File: src/rtl/parity_pkg.sv
// parity_pkg: shared FSM state type and counter width for the parity generator/tester pair
package parity_pkg;
    typedef enum logic {PASS = 1'b0, TRAILER = 1'b1} state_t;
    localparam int PKT_CNT_W = 16;
endpackage

File: src/rtl/parity_generator_if.sv
// parity_generator_if: AXI-Stream upstream and downstream channels of the parity generator
interface parity_generator_if #(parameter int DATA_WIDTH = 8);
    logic                  axis_s_tvalid;
    logic [DATA_WIDTH-1:0] axis_s_tdata;
    logic                  axis_s_tlast;
    logic                  axis_s_tready;
    logic                  axis_m_tvalid;
    logic [DATA_WIDTH-1:0] axis_m_tdata;
    logic                  axis_m_tlast;
    logic                  axis_m_tready;
    modport slave (
        input  axis_s_tvalid, axis_s_tdata, axis_s_tlast,
        output axis_s_tready,
        output axis_m_tvalid, axis_m_tdata, axis_m_tlast,
        input  axis_m_tready
    );
    modport master (
        output axis_s_tvalid, axis_s_tdata, axis_s_tlast,
        input  axis_s_tready,
        input  axis_m_tvalid, axis_m_tdata, axis_m_tlast,
        output axis_m_tready
    );
endinterface

File: src/rtl/parity_generator_axis_out_reg.sv
// axis_out_reg: single-entry output register slice that holds its beat until downstream takes it
module axis_out_reg #(
    parameter int DATA_WIDTH = 8
) (
    input  logic                  inclock,
    input  logic                  inreset_n,
    input  logic                  i_load,
    input  logic [DATA_WIDTH-1:0] i_data,
    input  logic                  i_last,
    input  logic                  i_ready,
    output logic                  o_valid,
    output logic [DATA_WIDTH-1:0] o_data,
    output logic                  o_last
);
    logic                  r_valid;
    logic [DATA_WIDTH-1:0] r_data;
    logic                  r_last;

    // load a new beat when offered, otherwise drop valid once the held beat drains
    always_ff @(posedge inclock or negedge inreset_n) begin
        if (!inreset_n) begin
            r_valid <= 1'b0;
            r_data  <= '0;
            r_last  <= 1'b0;
        end else if (i_load) begin
            r_valid <= 1'b1;
            r_data  <= i_data;
            r_last  <= i_last;
        end else if (i_ready) begin
            r_valid <= 1'b0;
        end
    end

    assign o_valid = r_valid;
    assign o_data  = r_data;
    assign o_last  = r_last;
endmodule

File: src/rtl/parity_generator.sv
// parity_generator: passes packets through and appends a column-parity trailer word to each
module parity_generator
    import parity_pkg::*;
#(
    parameter int DATA_WIDTH = 8,
    parameter bit ODD_PARITY = 1'b0
) (
    input  logic                 inclock,
    input  logic                 inreset_n,
    parity_generator_if.slave    bus,
    output logic [PKT_CNT_W-1:0] pkt_count
);
    state_t                r_state;
    state_t                w_state_nxt;
    logic                  r_run;
    logic [DATA_WIDTH-1:0] r_acc;
    logic [PKT_CNT_W-1:0]  r_pkt_count;
    logic                  w_m_valid;
    logic [DATA_WIDTH-1:0] w_m_data;
    logic                  w_m_last;
    logic                  w_slot_free;
    logic                  w_s_ready;
    logic                  w_s_fire;
    logic                  w_trl_fire;
    logic                  w_load;
    logic                  w_last;
    logic [DATA_WIDTH-1:0] w_data;

    // handshake decode, output-slot muxing and FSM next state
    always_comb begin
        w_slot_free = !w_m_valid || bus.axis_m_tready;
        w_s_ready   = r_run && (r_state == PASS) && w_slot_free;
        w_s_fire    = w_s_ready && bus.axis_s_tvalid;
        w_trl_fire  = (r_state == TRAILER) && w_slot_free;
        w_load      = w_s_fire || w_trl_fire;
        w_last      = w_trl_fire;
        w_data      = w_trl_fire ? (r_acc ^ {DATA_WIDTH{ODD_PARITY}}) : bus.axis_s_tdata;
        w_state_nxt = r_state;
        if (w_s_fire && bus.axis_s_tlast)
            w_state_nxt = TRAILER;
        else if (w_trl_fire)
            w_state_nxt = PASS;
    end

    // FSM state register
    always_ff @(posedge inclock or negedge inreset_n) begin
        if (!inreset_n)
            r_state <= PASS;
        else
            r_state <= w_state_nxt;
    end

    // keeps s_tready low throughout reset; opens on the first edge after release
    always_ff @(posedge inclock or negedge inreset_n) begin
        if (!inreset_n)
            r_run <= 1'b0;
        else
            r_run <= 1'b1;
    end

    // accumulate payload parity; the trailer load clears it and counts the packet
    always_ff @(posedge inclock or negedge inreset_n) begin
        if (!inreset_n) begin
            r_acc       <= '0;
            r_pkt_count <= '0;
        end else if (w_trl_fire) begin
            r_acc       <= '0;
            r_pkt_count <= r_pkt_count + 1'b1;
        end else if (w_s_fire) begin
            r_acc       <= r_acc ^ bus.axis_s_tdata;
        end
    end

    axis_out_reg #(.DATA_WIDTH(DATA_WIDTH)) u_out_reg (
        .inclock   (inclock),
        .inreset_n (inreset_n),
        .i_load    (w_load),
        .i_data    (w_data),
        .i_last    (w_last),
        .i_ready   (bus.axis_m_tready),
        .o_valid   (w_m_valid),
        .o_data    (w_m_data),
        .o_last    (w_m_last)
    );

    assign bus.axis_s_tready = w_s_ready;
    assign bus.axis_m_tvalid = w_m_valid;
    assign bus.axis_m_tdata  = w_m_data;
    assign bus.axis_m_tlast  = w_m_last;
    assign pkt_count         = r_pkt_count;
endmodule

File: src/flat_wrapper.sv
// flat-port wrapper written by rule: the top's interface ports become plain ports
module parity_generator_flat import parity_pkg::*;
#(
    parameter int DATA_WIDTH = 8,
    parameter bit ODD_PARITY = 1'b0
)
  (inclock, inreset_n, pkt_count, bus_axis_s_tvalid, bus_axis_s_tdata, bus_axis_s_tlast, bus_axis_s_tready, bus_axis_m_tvalid, bus_axis_m_tdata, bus_axis_m_tlast, bus_axis_m_tready);
  parity_generator_if #(.DATA_WIDTH(DATA_WIDTH)) bus_i ();
  input  logic inclock;
  input  logic inreset_n;
  output logic [PKT_CNT_W-1:0] pkt_count;
  input wire logic [$bits(bus_i.axis_s_tvalid)-1:0] bus_axis_s_tvalid;
  input wire logic [$bits(bus_i.axis_s_tdata)-1:0] bus_axis_s_tdata;
  input wire logic [$bits(bus_i.axis_s_tlast)-1:0] bus_axis_s_tlast;
  output wire logic [$bits(bus_i.axis_s_tready)-1:0] bus_axis_s_tready;
  output wire logic [$bits(bus_i.axis_m_tvalid)-1:0] bus_axis_m_tvalid;
  output wire logic [$bits(bus_i.axis_m_tdata)-1:0] bus_axis_m_tdata;
  output wire logic [$bits(bus_i.axis_m_tlast)-1:0] bus_axis_m_tlast;
  input wire logic [$bits(bus_i.axis_m_tready)-1:0] bus_axis_m_tready;
  assign bus_i.axis_s_tvalid = bus_axis_s_tvalid;
  assign bus_i.axis_s_tdata = bus_axis_s_tdata;
  assign bus_i.axis_s_tlast = bus_axis_s_tlast;
  assign bus_axis_s_tready = bus_i.axis_s_tready;
  assign bus_axis_m_tvalid = bus_i.axis_m_tvalid;
  assign bus_axis_m_tdata = bus_i.axis_m_tdata;
  assign bus_axis_m_tlast = bus_i.axis_m_tlast;
  assign bus_i.axis_m_tready = bus_axis_m_tready;
  parity_generator #(.DATA_WIDTH(DATA_WIDTH), .ODD_PARITY(ODD_PARITY)) u_core (.inclock(inclock), .inreset_n(inreset_n), .bus(bus_i), .pkt_count(pkt_count));
endmodule
File: config.mk
export PLATFORM = sky130hd
export DESIGN_NAME = parity_generator_flat
export DESIGN_NICKNAME = d
export VERILOG_FILES = /design/src/rtl/parity_pkg.sv /design/src/rtl/parity_generator_if.sv /design/src/rtl/parity_generator_axis_out_reg.sv /design/src/rtl/parity_generator.sv /design/src/flat_wrapper.sv
export SDC_FILE = /design/constraint.sdc
export NUM_CORES = 1
export LEC_CHECK = 0
export BUFFER_PORTS_ARGS = -buffer_cell sky130_fd_sc_hd__buf_4
export CAP_MARGIN = 20
export CORE_ASPECT_RATIO = 1.1
export CORE_MARGIN = 5
export CORE_UTILIZATION = 57
export CTS_CLUSTER_SIZE = 25
export DETAILED_ROUTE_END_ITERATION = 6
export MAX_ROUTING_LAYER = met4
export PLACE_DENSITY = 0.9
export SLEW_MARGIN = 25
export SYNTH_ARGS = -nofsm -noshare
export SYNTH_HDL_FRONTEND = slang
export SYNTH_SLANG_ARGS = --single-unit
File: constraint.sdc
create_clock -name inclock -period 3 [get_ports inclock]
set_clock_uncertainty 0.2 [all_clocks]
set_input_delay 0.45 -clock inclock [delete_from_list [all_inputs] [get_ports inclock]]
set_output_delay 0.45 -clock inclock [all_outputs]
set_load 0.01 [all_outputs]
==> flow_summary.json <==
{
  "status": "finished clean",
  "yosysTopAreaCellShare_pct": 52.7,
  "arrival_ns": 1.58,
  "worstSetupPathType": "flip-flop to output port",
  "rsz0062_at_grt": "false",
  "hold_class": "input pin to flip-flop",
  "synth_edf_count": 0,
  "fin_ws_ns": 0.771,
  "p_comb_share_pct": 29.1,
  "cp-start-kind": "flip-flop",
  "antenna_left": 0,
  "die_area_um2": 4190,
  "gp_congestion": 0.794,
  "synth_most_common_cell": "dfrtp_1",
  "irDropWorstVdd_mv": 0.570,
  "ys_seq_elements": 36,
  "end_kind": "output port",
  "max_freq_mhz": 449,
  "drv_slew": 0,
  "fin_tns_setup_ns": 0,
  "cts_tree": "built",
  "io_buffers": 39,
  "yosys-top-cells-area": "dfrtp_1, o311ai_2, xnor2_1",
  "hold_viol": 0,
  "cts_setup_buffers": 0,
  "drt_pass1_iterations": 4,
  "p_int_mw": 0.948,
  "yosysSeqAreaShare_pct": 52.7,
  "synth_async_sr_flop_share_pct": 100,
  "synth_cell_types": 28,
  "cap_violations": 0,
  "numCtsBuffers": 5,
  "avgSynthCellArea_um2": 11.6,
  "place_ws_ns": 0.983,
  "fill_cells": 204,
  "fin_crit_sh_pct": 74.3,
  "synth_common_cells": "dfrtp_1, nand2_1, xnor2_1, nand4_1, nor2_1",
  "crit_path_max_fanout": 10,
  "swShare_pct": 32.5,
  "syn-cell-area_um2": 1710,
  "hpwl_um": 2370,
  "insertion_delay_ns": 0.34,
  "track_usage_pct": 19.1,
  "synth_fp_nets": 161,
  "ys.flop_type": "dfrtp_1",
  "p_leak_nw": 0.943,
  "grt_max_degree": 37,
  "start_util_pct": 60.4,
  "grt_pass1_wl_um": 6040,
  "drtIter0Drc": 42,
  "htreeDepth": 2,
  "drive_above_1_share_pct": 33.0,
  "fin_crit_ns": 2.23,
  "yosysTopAreaCell": "dfrtp_1",
  "fin_util_pct": 72.7,
  "grt-ovfl-total": 0,
  "die_w_um": 62.2,
  "dieHeight_um": 67.4,
  "dr_wl_met3_um": 229,
  "clock_path_buffers": 2,
  "p_seq_share_pct": 51.6,
  "diodes": 0,
  "clock_sinks": 36,
  "std_cell_rows": 20,
  "yosys_warnings": 0,
  "slew_headroom_pct": 51.8,
  "place_area_um2": 1990,
  "wl_met1_um": 1370,
  "antenna_found_initial": 0,
  "vias_per_cell": 5.57,
  "ios": 40,
  "routed_wl_um": 3350,
  "grt_pass1_vias": 1346,
  "crit_required_ns": 2.35,
  "route.detailed.drc": 0,
  "num_vias": 1232,
  "p_switching_mw": 0.457,
  "fin_area_um2": 2060,
  "cts_root_buffer": "clkbuf_4",
  "wl_per_cell_um": 15.2,
  "tightest_slew_ns": 0.721,
  "clk_pin_slew_worst_paths_ns": 0.10,
  "area_growth_pct": 20.4,
  "dr_wl_met2_um": 1700,
  "core_area_um2": 2830,
  "p_clk_share_pct": 19.2,
  "powerDensity_nw_per_um2": 683,
  "maxUsedRoutingLayer": "met4",
  "setup_violations": 0,
  "nets": 201,
  "synthCells": 147
}
[sequential cells by signal (all words and copies together), names as in the netlist]
name                      count
u_core.u_out_reg.o_valid      1
u_core.u_out_reg.o_last       1
u_core.u_out_reg.o_data       8
u_core.pkt_count             16
u_core.r_acc                  8
u_core.r_run                  1
u_core.r_state                1
[worst max-delay path, cell delays in order, from the launching register on]
cell and delay (ns):
dfrtp_1 0.39, nor2b_1 0.52, and2_1 0.22, buf_4 0.12
[layout by cell type (no fill, tap or decap), types with 2 or more instances in the layout]
cell type / n
nor3_4: 2
xor2_1: 10
buf_4: 39
o311ai_2: 8
clkbuf_1: 2
clkbuf_4: 5
dfrtp_1: 36
inv_1: 10
nand3_1: 6
nand2_1: 17
nand3_2: 2
xnor2_1: 13
nand4_1: 12
nor2_1: 11
[power by group through the flow]
stage	Clock [mW]	Sequential [mW]	Combinational (mW)
floorplan	0	0.744	0.214
global placement	0	0.718	0.399
detailed placement	0	0.731	0.414
CTS	0.280	0.724	0.417
global route	0.303	0.744	0.450
finish	0.270	0.725	0.409
[stage by stage]
step | std cells | hold slack [ns] | power [mW]
5_1_grt | 221 | 0.0977 | 1.50
6_report | 221 | 0.123 | 1.40
4_1_cts | 221 | 0.116 | 1.42
3_5_place_dp | 212 | 0.231 | 1.15
2_1_floorplan | 147 | -0.0456 | 0.957
3_3_place_gp | 212 | 0.224 | 1.12
[cell type report]
class | instances | area (µm²) | share of cell area (%)
sequential | 36 | 901 | 43.8
multi-input combinational | 94 | 716 | 34.8
timing repair buffer | 40 | 303 | 14.7
clock buffer | 8 | 58.8 | 2.86
tap | 33 | 41.3 | 2.01
inverter | 10 | 37.5 | 1.82
[worst paths after layout]
kind | start | endpoint | slack, ns | depth (start not counted)
setup reg to reg | u_core.u_out_reg.o_valid | u_core.pkt_count[3] | 1.14 | 4
min in group asynchronous | inreset_n | u_core.pkt_count[8] | 0.39 | 2
setup / recovery | u_core.r_state | bus_axis_s_tready | 0.77 | 3
max in group asynchronous | inreset_n | u_core.pkt_count[6] | 1.89 | 2
hold / removal | bus_axis_s_tlast | u_core.r_state | 0.12 | 3
hold reg to reg | u_core.pkt_count[15] | u_core.pkt_count[15] | 0.27 | 1
[routing by layer]
| metal | track usage (%) | vias up |
|---|---|---|
| li1 | - | 578 |
| met5 | - | - |
| met3 | 7.15 | 6 |
| met2 | 31.9 | 38 |
| met1 | 20.6 | 610 |
| met4 | 7.86 | 0 |
[what timing repair did]
item                      CTS  global route
hold buffers                1             0
resized for setup           0             0
hold endpoints to repair   36             0
[cells by family (layout without fill, tap and decap cells)]
kind of cell	count (synthesis)	count (layout)	share of synthesized area [%]
DFF	36	36	52.7
AOI/OAI and AO/OA	10	10	8.27
other	1	1	0.219
and+or+nand+nor	58	58	20.0
buffers and inverters	17	58	5.42
xor gates and xnor gates	23	23	11.8
muxes	1	1	0.878
adders and majority gates	1	1	0.732
Power figures use the tool's default switching activity.
